$ cat config.mk
export PLATFORM = sky130hd
export DESIGN_NAME = regfile_seq
export DESIGN_NICKNAME = d
export VERILOG_FILES = /design/src/rtl/regfile_seq.sv
export SDC_FILE = /design/constraint.sdc
export NUM_CORES = 1
export LEC_CHECK = 0
export CAP_MARGIN = 0
export CORE_MARGIN = 5
export CORE_UTILIZATION = 23
export CTS_CLUSTER_DIAMETER = 200
export DETAILED_ROUTE_END_ITERATION = 12
export DONT_BUFFER_PORTS = 1
export PLACE_DENSITY = 0.4
export SLEW_MARGIN = 40
export SYNTH_ARGS = -nofsm -noshare
export SYNTH_HDL_FRONTEND = slang
export SYNTH_SLANG_ARGS = --single-unit
$ cat constraint.sdc
create_clock -name clk -period 1.85 [get_ports clk]
set_input_delay 0.0925 -clock clk [delete_from_list [all_inputs] [get_ports clk]]
set_output_delay 0.0925 -clock clk [all_outputs]
set_load 0.02 [all_outputs]
$ cat src/rtl/regfile_seq.sv
// Sequencer driving an external 8-entry register file: MOV, SWAP, LOADI, CLRALL.
// Define REGFILE_SEQ_CLRALL_EN to build the CLRALL sweep; otherwise op=11 completes with no writes.
module regfile_seq #(
    parameter int W = 16
) (
    input  logic         clk,
    input  logic         resetn,
    input  logic         start,
    input  logic [1:0]   op,
    input  logic [2:0]   ra,
    input  logic [2:0]   rb,
    input  logic [W-1:0] imm,
    output logic         busy,
    output logic         done,
    output logic [2:0]   rf_readnum,
    output logic [2:0]   rf_writenum,
    output logic         rf_write,
    output logic [W-1:0] rf_data_in,
    input  logic [W-1:0] rf_data_out
);

    localparam logic [1:0] OP_MOV   = 2'b00;
    localparam logic [1:0] OP_SWAP  = 2'b01;
    localparam logic [1:0] OP_LOADI = 2'b10;

    typedef enum logic [2:0] {
        IDLE = 3'd0,
        RD_A = 3'd1,
        RD_B = 3'd2,
        WR_A = 3'd3,
        WR_B = 3'd4,
`ifdef REGFILE_SEQ_CLRALL_EN
        CLR  = 3'd5,
`endif
        DONE = 3'd6
    } state_t;

    typedef struct packed {
        logic [1:0]   op;
        logic [2:0]   ra;
        logic [2:0]   rb;
        logic [W-1:0] imm;
    } req_t;

    state_t       state, state_nxt;
    req_t         req;
    logic [W-1:0] t0, t1;

    always_ff @(posedge clk) begin
        if (!resetn) begin
            state <= IDLE;
            req   <= '0;
            t0    <= '0;
            t1    <= '0;
        end else begin
            state <= state_nxt;
            // Request is frozen for the whole operation; inputs are ignored until back in IDLE.
            if (state == IDLE && start) req <= '{op: op, ra: ra, rb: rb, imm: imm};
            if (state == RD_A) t0 <= rf_data_out;
            if (state == RD_B) t1 <= rf_data_out;
        end
    end

`ifdef REGFILE_SEQ_CLRALL_EN
    logic [2:0] cnt;

    always_ff @(posedge clk) begin
        if (!resetn)           cnt <= '0;
        else if (state == CLR) cnt <= cnt + 3'd1;
        else                   cnt <= '0;
    end
`endif

    always_comb begin
        state_nxt = state;
        case (state)
            IDLE: begin
                if (start) begin
                    case (op)
                        OP_MOV:   state_nxt = RD_B;
                        OP_SWAP:  state_nxt = RD_A;
                        OP_LOADI: state_nxt = WR_A;
`ifdef REGFILE_SEQ_CLRALL_EN
                        default:  state_nxt = CLR;
`else
                        default:  state_nxt = DONE;
`endif
                    endcase
                end
            end
            RD_A:    state_nxt = RD_B;
            RD_B:    state_nxt = WR_A;
            WR_A:    state_nxt = (req.op == OP_SWAP) ? WR_B : DONE;
            WR_B:    state_nxt = DONE;
`ifdef REGFILE_SEQ_CLRALL_EN
            CLR:     state_nxt = (cnt == 3'd7) ? DONE : CLR;
`endif
            DONE:    state_nxt = IDLE;
            default: state_nxt = IDLE;
        endcase
    end

    always_comb begin
        busy        = (state != IDLE);
        done        = (state == DONE);
        rf_readnum  = '0;
        rf_writenum = '0;
        rf_write    = 1'b0;
        rf_data_in  = '0;
        case (state)
            RD_A: rf_readnum = req.ra;
            RD_B: rf_readnum = req.rb;
            WR_A: begin
                rf_write    = 1'b1;
                rf_writenum = req.ra;
                rf_data_in  = (req.op == OP_LOADI) ? req.imm : t1;
            end
            WR_B: begin
                rf_write    = 1'b1;
                rf_writenum = req.rb;
                rf_data_in  = t0;
            end
`ifdef REGFILE_SEQ_CLRALL_EN
            CLR: begin
                rf_write    = 1'b1;
                rf_writenum = cnt;
            end
`endif
            default: ;
        endcase
    end

endmodule

==> impl_metrics.py <==
metrics = {
    "clocking": {
        "cts-htree-levels": 3,
        "worstSkewPairLatency_ns": 0.33,
        "cts.reportedPaths.clkPinSlew_ns": 0.05,
        "clk_path_buf_depth": 2,
        "root_buffer": "sky130_fd_sc_hd__clkbuf_16",
        "cts_made_buffers": 9,
        "postCtsSetupRepairBufs": 0,
        "cts_num_sinks": 59,
        "tritoncts": "built",
    },
    "critical_path": {
        "crit_top_cell": "sky130_fd_sc_hd__buf_6",
        "crit_required_ns": 1.76,
        "cp-end-kind": "output port",
        "cell_with_the_largest_stage_delay_on_the_worst_path": "sky130_fd_sc_hd__dfxtp_2",
        "setup.worst_path.class": "reg -> out",
        "critPathMaxStageDelay_ns": 0.35,
        "worstPathArrival_ns": 1.66,
        "regToRegStartpoint": "state[0]",
        "setup.worst_path.start": "state[1]",
        "cp_cell_sequence": "buf_6 -> nor3b_4 -> buf_6 -> nand2_1 -> o21ai_0 -> buf_4",
        "setup.worst_path.start_class": "register",
        "timing.critical_path.fanout_max": 8,
    },
    "sta": {
        "worst_slack_ns": 0.0975,
        "maxSlewHeadroom": 0.539,
        "tightestPinTransition_ns": 0.692,
        "final-max-slew-violation-count": 0,
        "rsz0062_at_grt": "true",
        "timing.final.setup_violations": 0,
        "timing.final.hold_violations": 0,
        "worst_clk_skew_ns": 0.00382,
        "finalCritPeriodShare": 0.947,
        "final_critical_delay_including_setup_and_external_delays_ns": 1.75,
        "max_freq_mhz": 571,
    },
    "synth": {
        "synth_top_area_frac": 0.427,
        "synth_area_leader_cell": "sky130_fd_sc_hd__dfxtp_1",
        "postSynthCellCount": 338,
        "synth.yosys.warnings": 0,
        "synth_cell_type_count": 30,
        "netlist_area_um2": 2770,
        "portion_of_the_post_synthesis_area_used_by_sequential_elements": 0.427,
        "biggest_area_contributors_in_the_synthesized_netlist": "sky130_fd_sc_hd__dfxtp_1, sky130_fd_sc_hd__nand2_1, sky130_fd_sc_hd__o21ai_0, sky130_fd_sc_hd__mux2i_1, sky130_fd_sc_hd__a21boi_1",
        "synth_ff_type": "sky130_fd_sc_hd__dfxtp_1",
        "synth-seq-cells": 59,
        "mean_cell_area_of_the_mapped_netlist_um2": 8.18,
        "proportion_of_synthesized_flip_flops_having_asynchronous_set_or_reset": 0,
        "synth_edf_count": 0,
        "postSynthNetCount": 383,
    },
    "grt": {
        "grt-ovfl-total": 0,
        "grt_antenna_before_repair": 0,
        "track_usage": 0.116,
        "global_route_wire_length_before_repair_mm": 13.0,
        "grt_start_max_net_pins": 84,
        "first_global_vias": 2488,
    },
    "detailed_routing": {
        "count_of_tritonroute_iterations_in_the_first_routing_pass": 4,
        "antenna_violating_nets_post_route": 0,
        "detail_route.vias_per_cell": 4.45,
        "first_iter_violations": 155,
        "wire_per_inst_um": 14.9,
        "total_vias_in_the_final_route": 2416,
        "drc_errors": 0,
        "routed_wirelength_mm": 8.07,
    },
    "min_path": {
        "timing.hold.worst.class": "in -> reg",
        "hp-start": "start",
    },
    "layout": {
        "layout.cells.most_common": "sky130_fd_sc_hd__nand2_1",
        "postLayoutCellArea_um2": 3770,
        "final_nets": 436,
        "diodes": 0,
        "post_route_cells_drive_above_1_share": 0.139,
        "most_frequent_cells_in_the_layout": "sky130_fd_sc_hd__nand2_1, sky130_fd_sc_hd__dfxtp_1, sky130_fd_sc_hd__dlygate4sd3_1",
        "layout-area-overhead-vs-synth_pct": 36.2,
        "post-route-util": 0.316,
        "final-instance-count-excl-fill": 543,
        "final.fill_count": 1302,
    },
    "placement": {
        "placed_instance_count": 485,
        "dpl-instance-area_um2": 2970,
        "dp_hpwl_mm": 5.29,
        "finalWeightedCongestion": 0.734,
        "buffer_ports.inserted": 0,
        "place_worst_setup_slack_ns": 0.294,
    },
    "pwr": {
        "cellPowerDensity_nw_per_um2": 1020,
        "vdd.ir_drop.worst_uv": 328,
        "static-leakage-power_nw": 1.48,
        "design_power_total_mw": 3.85,
    },
    "floorplan": {
        "chipWidth_um": 120,
        "floorplan.initialDensity": 0.232,
        "die_height_um": 120,
        "die_footprint_um2": 14300,
        "fp-row-count": 40,
        "boundaryPins": 68,
        "placeableCoreArea_um2": 11900,
    },
    "flow_run": {
        "timing.max_cap.violations": 0,
    },
    "run_status": {
        "outcome": "finished, final reports clean",
    },
}
cells by family after synthesis:
group | after synthesis | synth area share
AOI/OAI and AO/OA | 84 | 0.191
adders and majority gates | 2 | 0.00904
buffers and inverters | 33 | 0.0778
DFF | 59 | 0.427
muxes | 16 | 0.0579
and+or+nand+nor | 144 | 0.237
layout make-up:
cell class	count	area [µm²]	share of cell area
sequential	59	1190	0.315
inverter	4	15.0	0.00398
clock inverter	5	75.1	0.0199
tap	147	184	0.0488
timing repair buffer	71	671	0.178
multi-input combinational	246	1380	0.367
clock buffer	11	253	0.0671
metrics by stage:
step           setup TNS [ns]  hold slack, ns
4_1_cts                     0          0.0861
5_1_grt               -0.0824           0.150
3_5_place_dp                0           0.228
2_1_floorplan               0           0.223
3_3_place_gp                0           0.218
6_report                    0          0.0950
Yosys cell counts, drive strengths merged, types with 3 or more instances:
cell / n
nand2: 105
dfxtp: 59
o21ai: 41
a21boi: 32
nand3: 24
buf: 18
mux2i: 16
clkbuf: 11
a22o: 6
inv: 4
a21oi: 3
nor3b: 3
timing repair:
item | CTS | global route
hold buffers | 42 | 0
gates cloned | 0 | 1
endpoints found under the hold margin | 59 | 0
pin swaps | 0 | 1
resized for setup | 3 | 12
setup endpoints to repair | 16 | 19
path summary, 6_finish.rpt:
kind | endpoint | slack (ns) | depth (start not counted)
worst min-delay path | state[2] | 0.1 | 3
worst max register to register | t0[12] | 0.37 | 3
worst max-delay path | rf_data_in[3] | 0.1 | 6
worst min register to register | t1[6] | 0.45 | 2
routing by layer:
metal / part of all wire / wire, µm / track usage
met5: 0 / 0 / 0
met4: 0.027 / 219 / 0.0659
met3: 0.045 / 363 / 0.0269
met2: 0.48 / 3840 / 0.187
met1: 0.45 / 3650 / 0.142
power by group:
group | internal (mW) | switching, mW
clock | 1.24 | 0.579
combinational | 0.245 | 0.322
sequential | 1.38 | 0.0745
sequential cells by signal (all words and copies together) (netlist names):
signal  count
req        24
state       3
t0         16
t1         16
critical path: cells and delay by family, from the launching register on:
kind / cells / cell delay (ns)
buffers and inverters: 3 / 0.52
AO/OA/AOI/OAI: 1 / 0.09
AND/OR/NAND/NOR: 2 / 0.37
flip-flops: 1 / 0.35
Power figures use the tool's default switching activity.
